`src/rtl/ifetch_unit_pkg.sv`:
```
// Shared definitions for the instruction fetch stage.
//   ADDR_LEN / INSTR_LEN : default address and instruction widths
//   PC_STEP              : byte distance to the sequential next instruction
//   if_state_e           : fetch FSM state encoding (IDLE/REQ/WAIT/DRAIN)
package ifetch_unit_pkg;

  localparam int ADDR_LEN  = 32;
  localparam int INSTR_LEN = 32;
  localparam int PC_STEP   = 4;

  typedef enum logic [1:0] {
    IF_IDLE  = 2'd0,
    IF_REQ   = 2'd1,
    IF_WAIT  = 2'd2,
    IF_DRAIN = 2'd3
  } if_state_e;

endpackage

```
`src/rtl/ifetch_unit.sv`:
```
// Fetch stage of the multi-cycle CPU, sitting right after the PC register.
// A start pulse samples pc_in, performs one req/gnt + rvalid read on the
// instruction memory, loads the returned word into the IR and hands PC+4
// back to the PC register together with its write enable.
// A flush cancels the fetch; a response already owed by the memory is
// absorbed in DRAIN and dropped.
//
// Ports:
//   clk, rst                  clock (rising edge), async reset active-low
//   start, flush              fetch request / redirect cancel
//   pc_in                     current PC
//   imem_req/addr/gnt         memory request channel
//   imem_rvalid/rdata         memory response channel
//   ir_out                    instruction register
//   done, pc_we               1-cycle pulses when the IR is updated
//   pc_next                   fetch address + 4 (wraps)
//   busy                      FSM not idle
//   fetch_err                 1-cycle pulse on a misaligned PC
//   dbg_state                 raw FSM state, for debug/checkers
//
// Handshake: the request is presented while imem_req=1 with imem_addr
// stable and is accepted in the cycle imem_gnt=1. Each accepted request
// returns exactly one imem_rvalid cycle, at any later cycle.
//
// Build option: define IFETCH_ALIGN_CHK_EN to reject PCs with pc_in[1:0]!=0
// (fetch_err pulse, no memory access). Without it fetch_err is tied low.
module ifetch_unit
  import ifetch_unit_pkg::*;
#(
  parameter int ADDR_W  = ADDR_LEN,
  parameter int INSTR_W = INSTR_LEN
) (
  input  logic               clk,
  input  logic               rst,
  input  logic               start,
  input  logic               flush,
  input  logic [ADDR_W-1:0]  pc_in,
  output logic               imem_req,
  output logic [ADDR_W-1:0]  imem_addr,
  input  logic               imem_gnt,
  input  logic               imem_rvalid,
  input  logic [INSTR_W-1:0] imem_rdata,
  output logic [INSTR_W-1:0] ir_out,
  output logic               done,
  output logic               pc_we,
  output logic [ADDR_W-1:0]  pc_next,
  output logic               busy,
  output logic               fetch_err,
  output logic [1:0]         dbg_state
);

  if_state_e          state_q, state_d;
  logic [ADDR_W-1:0]  addr_q, addr_d;
  logic [INSTR_W-1:0] ir_q, ir_d;
  logic [ADDR_W-1:0]  pc_next_q, pc_next_d;
  logic               done_q, done_d;
  logic               pc_we_q, pc_we_d;
  logic               err_q, err_d;

  always_comb begin
    state_d   = state_q;
    addr_d    = addr_q;
    ir_d      = ir_q;
    pc_next_d = pc_next_q;
    done_d    = 1'b0;
    pc_we_d   = 1'b0;
    err_d     = 1'b0;

    case (state_q)
      IF_IDLE: begin
        if (start && !flush) begin
`ifdef IFETCH_ALIGN_CHK_EN
          if (pc_in[1:0] != 2'b00) begin
            err_d = 1'b1;
          end else begin
            addr_d  = pc_in;
            state_d = IF_REQ;
          end
`else
          addr_d  = pc_in;
          state_d = IF_REQ;
`endif
        end
      end
      IF_REQ: begin
        // A grant in the flush cycle still commits the memory to a response,
        // so it must be drained rather than abandoned.
        if (imem_gnt) begin
          state_d = flush ? IF_DRAIN : IF_WAIT;
        end else if (flush) begin
          state_d = IF_IDLE;
        end
      end
      IF_WAIT: begin
        if (imem_rvalid) begin
          state_d = IF_IDLE;
          if (!flush) begin
            ir_d      = imem_rdata;
            done_d    = 1'b1;
            pc_we_d   = 1'b1;
            pc_next_d = addr_q + ADDR_W'(PC_STEP);
          end
        end else if (flush) begin
          state_d = IF_DRAIN;
        end
      end
      IF_DRAIN: begin
        // Flush is irrelevant here: the data is discarded anyway.
        if (imem_rvalid) begin
          state_d = IF_IDLE;
        end
      end
      default: state_d = IF_IDLE;
    endcase
  end

  always_ff @(posedge clk or negedge rst) begin
    if (!rst) begin
      state_q   <= IF_IDLE;
      addr_q    <= '0;
      ir_q      <= '0;
      pc_next_q <= '0;
      done_q    <= 1'b0;
      pc_we_q   <= 1'b0;
      err_q     <= 1'b0;
    end else begin
      state_q   <= state_d;
      addr_q    <= addr_d;
      ir_q      <= ir_d;
      pc_next_q <= pc_next_d;
      done_q    <= done_d;
      pc_we_q   <= pc_we_d;
      err_q     <= err_d;
    end
  end

  assign imem_req  = (state_q == IF_REQ);
  assign busy      = (state_q != IF_IDLE);
  assign imem_addr = addr_q;
  assign ir_out    = ir_q;
  assign pc_next   = pc_next_q;
  assign done      = done_q;
  assign pc_we     = pc_we_q;
  assign fetch_err = err_q;
  assign dbg_state = state_q;

endmodule

```
`config.mk`:
```
export PLATFORM = sky130hd
export DESIGN_NAME = ifetch_unit
export DESIGN_NICKNAME = d
export VERILOG_FILES = /design/src/rtl/ifetch_unit_pkg.sv /design/src/rtl/ifetch_unit.sv
export SDC_FILE = /design/constraint.sdc
export NUM_CORES = 1
export LEC_CHECK = 0
export BUFFER_PORTS_ARGS = -buffer_cell sky130_fd_sc_hd__buf_2
export CAP_MARGIN = 20
export CELL_PAD_IN_SITES_DETAIL_PLACEMENT = 1
export CELL_PAD_IN_SITES_GLOBAL_PLACEMENT = 2
export CORE_MARGIN = 1.5
export CORE_UTILIZATION = 26
export DETAILED_ROUTE_END_ITERATION = 8
export PLACE_DENSITY_LB_ADDON = 0.25
export SLEW_MARGIN = 20
export SYNTH_ARGS = -nofsm -noshare
export SYNTH_HDL_FRONTEND = slang
export SYNTH_SLANG_ARGS = --single-unit
```
`constraint.sdc`:
```
create_clock -name clk -period 1.54 [get_ports clk]
set_input_delay 0 -clock clk [delete_from_list [all_inputs] [get_ports clk]]
set_output_delay 0 -clock clk [all_outputs]
set_load 0.005 [all_outputs]
```
Word level (Yosys, flattened, before mapping)
Cells that the tools add are included.
{ "word_totals": {"reg_bits": 99, "latchBits": 0, "ramBits": 0, "mem_bits_ro": 0, "input_bits": 70, "out_inout_bits": 103, "elab_cells": 32, "mem_count": 0} }
{ "classes": {"addsub": 1, "n_mul": 0, "n_div": 0, "magnitude_cmp": 0, "n_eq_ne": 7, "shifts": 0, "muxes": 11, "n_bitwise": 1, "reduce_logical": 7} }
{ "op_table": {"columns": ["operator", "count"], "rows": [
  ["$add A32 B3 Y32 const B", 1],
  ["$mux W2", 6],
  ["$pmux W2 S4", 1],
  ["$eq A2 B2 Y1 const B", 2],
  ["$mux W1", 4],
  ["$ne A2 B2 Y1 const B", 2],
  ["$reduce_and A4 Y1", 1],
  ["$ne A3 B2 Y1 const B", 1],
  ["$ne A3 B3 Y1 const B", 1],
  ["$reduce_and A3 Y1", 1],
  ["$eq A2 B1 Y1 const B", 1],
  ["$logic_not A2 Y1", 1],
  ["$reduce_and A2 Y1", 1],
  ["$reduce_bool A2 Y1", 1],
  ["$logic_and A1 B1 Y1", 1],
  ["$logic_not A1 Y1", 1],
  ["$not A1 Y1", 1]
]} }

Depth between registers and ports, before layout
{ "logic_depth": {"ltp_word": 4, "depth_mapped": 7, "ltp_nobuf": 6} }

Worst setup path after synthesis
Ideal clock, no wire load.
{ "synth_timing": {"path_kind": "register to register", "from": "register state_q[1] (netlist: dbg_state[1])", "to": "register addr_q[10] (netlist: imem_addr[10])", "setup_time_ns": 0.125, "arrival_time_ns": 1.530, "t_required_ns": 1.415, "setup_slack_ns": -0.115, "stages_incl_launch_ff": 5, "path_buffers": 1, "period_less_slack_ns": 1.655, "cell_sequence": "dfrtp_1 > or2_2 > nor2_2 > buf_2 > mux2_2"} }
{ "synth_between": {"elab_chain_len": 2} }
{ "synth_lines": {"columns": ["element", "line", "rtl"], "rows": [
  ["start: declaration", "ifetch_unit.sv:52", "if_state_e state_q, state_d;"],
  ["start signal: assignment", "ifetch_unit.sv:127", "state_q <= state_d;"],
  ["$logic_not A2 Y1", "ifetch_unit.sv:69", "case (state_q)"],
  ["$reduce_and A2 Y1 (no source line)", null, null],
  ["end signal: assignment", "ifetch_unit.sv:128", "addr_q <= addr_d;"],
  ["end: declaration", "ifetch_unit.sv:53", "logic [ADDR_W-1:0] addr_q, addr_d;"]
]} }
Every way passes these cells.
A chain may end at the register's enable or synchronous reset.

Worst setup path in the final report
{ "layout_timing": {"from": "register addr_q[2] (netlist: imem_addr[2])", "to": "register pc_next_q[22] (netlist: pc_next[22])"} }
{ "layout_between": {"elab_chain_len": 1} }
{ "layout_lines": {"columns": ["element", "line", "rtl"], "rows": [
  ["$add A32 B3 Y32", "ifetch_unit.sv:101", "pc_next_d = addr_q + ADDR_W'(PC_STEP);"],
  ["end signal: assignment", "ifetch_unit.sv:130", "pc_next_q <= pc_next_d;"],
  ["end: declaration", "ifetch_unit.sv:55", "logic [ADDR_W-1:0] pc_next_q, pc_next_d;"]
]} }
Every way passes these cells.

==> metrics <==
DP Area=5637 sq um; HP Start=start; ant diodes=0; crit-path leading delay family=simple AND/OR/NAND/NOR gates; R2R Path Start=imem_addr[2]; CTS tree=done; list of most frequent post-synthesis cells=146 x nand2_1, 99 x dfrtp_1, 31 x mux2_2; Initial Utilization=26.75%; Reg2Reg Depth=6; area leader, netlist=dfrtp_1; via count of the routed design=3865; CTS Sinks=99; dpl ws=-0.02190 ns; first-pass GRT wire length=20.53 mm; register bit count reported by yosys=99; Longest Clk Path Bufs=2; Area Overhead vs Synth=57.98%; Die Area=17180 sq um; Yosys top cell area share=58.10%; Critical Path RT=1.80 ns; CTS Buf Count=9; DRC viols=0; gr ovfl total=0; Post-layout nets=753; synth top area cells=dfrtp_1 58%, nand2_1 13%, mux2_2 8.2%; die width=131.1 microns; syn_area_per_cell=10.35 sq um; post-route clock period utilization=95.22%; share of cells above drive strength 1=40.82%; achievable frequency=681.9 MHz; Final Wtd Congestion=0.7208; slowest CP cell=dfrtp_1; CP Class=flip-flop to flip-flop; clock skew=0.007426 ns; row count=46; number of cells on the critical path=6; DR WL/cell=14.37 microns; RSZ-0062 raised after global routing=yes; DP HPWL=9.151 mm; synthesis warning total=0; Vias per Instance=4.285; final slew viol count=0; Hold Fails Final Rpt=0; area of the multi-input gates=1740 sq um; Power, Total=11.99 mW; status=completed; HP Class=input port to flip-flop; largest net degree at the start of global routing=100; vias in the first global route=3963; WHS Endpoint=dbg_state[0]; total of max-cap violations=0; Leakage=3.358 nW; Total GRT Usage=15.51%; count leader, synth=nand2_1; CP Capture Type=flip-flop; Post-synth ARST share=100.0%; Buf/Inv on CP=0; FF-to-FF End=pc_next[22]; worst slew pin tran=0.5614 ns; Critical Path AT=1.73 ns; Inst Count DP=814; Critical Path Max Stage Delay=0.37 ns; synth unique cells=37; Hold Path Stages=5; CP max FO=6; Post-synth EDFFs=0; Detailed Routing Iterations Pass 1=4; Worst R2R Setup Slack=0.07 ns; Synth Flop Type=dfrtp_1; Setup Viol. Count Final=0; detailed-route wire length=12.97 mm; PwrDens=1780 nW/um^2; port bufs=171; clock-pin slew on the worst setup and hold paths=0.07 ns; Synth Instances=412; Reg area=2477 sq um; syn_nets=483; Layout Cells excl Fill=902; initial drt markers=112; Core Area=15940 sq um; Clock Latency Late Sink=0.34 ns; # H-tree levels=3; FILL cells=1853; worst path cell trace=ha_2 -> and2_4 -> and4_4 -> nand4_1 -> xor2_1 -> o21ai_0; final hold slack=0.1715 ns; Chip Height=131.1 microns; area of the mapped netlist=4264 sq um; VDD IR-drop max=0.6701 mV; register area share after synthesis=58.10%; setup ws final=0.07355 ns; antenna-violating nets left=0; Worst slew margin=62.58%; CTS root buffer=clkbuf_16; minimum clock period=1.466 ns; startpoint types=flip-flop; Post-Layout Inst Area=6736 sq um; initial antenna violation count=0; # IOs=173
## area by class of cell
class,instances,area share (%)
clock buffer,10,3.548
clock inverter,5,1.152
inverter,2,0.1114
multi-input combinational,290,25.84
sequential,99,36.78
tap,216,4.012
timing repair buffer,280,28.57
## how the worst max path moves through the flow
stage | endpoint | startpoint | slack, ns
final | pc_next[22] | imem_addr[2] | 0.07
after global routing | pc_next[30] | imem_addr[2] | -0.01
after CTS | pc_next[26] | imem_addr[2] | 0.0008
after detailed placement | pc_next[22] | imem_addr[3] | -0.02
after global placement | pc_next[31] | imem_addr[20] | 0.02
after floorplan | imem_addr[17] | dbg_state[1] | -0.02
## worst min-delay path: cells and delay by family
family                 cells  cell delay (ns)
AO/OA/AOI/OAI              2             0.18
AND/OR/NAND/NOR            2             0.19
buffers and inverters      1             0.10
## cell usage in the layout, fill, tap and decap left out, types with 6 or more instances in the layout
cell type	n
buf_12	6
buf_2	170
buf_4	35
clkbuf_16	9
dfrtp_1	99
dlygate4sd3_1	69
mux2_2	30
nand2_1	145
nand3_1	7
nand4_1	12
o21ai_0	22
o21ai_1	8
xnor2_1	10
xor2_1	19
## layer usage
layer / vias up / share of wire [%] / global-route usage (%)
li1: 1887 / - / -
met1: 1856 / 43 / 19.41
met2: 112 / 48 / 25.47
met3: 10 / 6.9 / 4.627
met4: 0 / 1.2 / 5.495
met5: - / 0 / 0
## where the power goes
part	internal (mW)	switching (mW)	leakage [nW]
Combinational	2.61	2.26	1.98
Clock	1.45	0.986	0.154
Sequential	3.87	0.812	1.23
Total	7.93	4.06	3.36
## what timing repair did
action	in CTS	in global routing
resized for setup	3	18
hold buffers	69	0
endpoints found under the hold margin	165	0
pin swaps	1	7
setup endpoints to repair	16	46
buffers inserted	0	4
## kinds of logic (layout without fill, tap and decap cells)
kind of cell / count (synthesis) / count (layout) / share of synthesized area (%)
muxes: 31 / 31 / 8.187
other: 1 / 1 / 0.08794
buffers and inverters: 23 / 297 / 3.022
and+or+nand+nor: 195 / 195 / 20.36
AOI/OAI and AO/OA: 33 / 33 / 3.991
xor gates and xnor gates: 29 / 29 / 5.956
DFF: 99 / 99 / 58.10
adders and majority gates: 1 / 1 / 0.2934
## per-stage QoR
stage	util (%)	setup TNS [ns]
finish	42.25	0
global route	42.25	-0.01045
CTS	41.72	0
detailed placement	35.36	-0.05202
global placement	35.36	0
floorplan	-	-0.2731
## sequential cells by signal (all words and copies together), names as in the netlist
signal and count:
ir_out 32, imem_addr 32, pc_we 1, pc_next 32, dbg_state 2
Note: power is estimated with default switching activity, not from simulation.
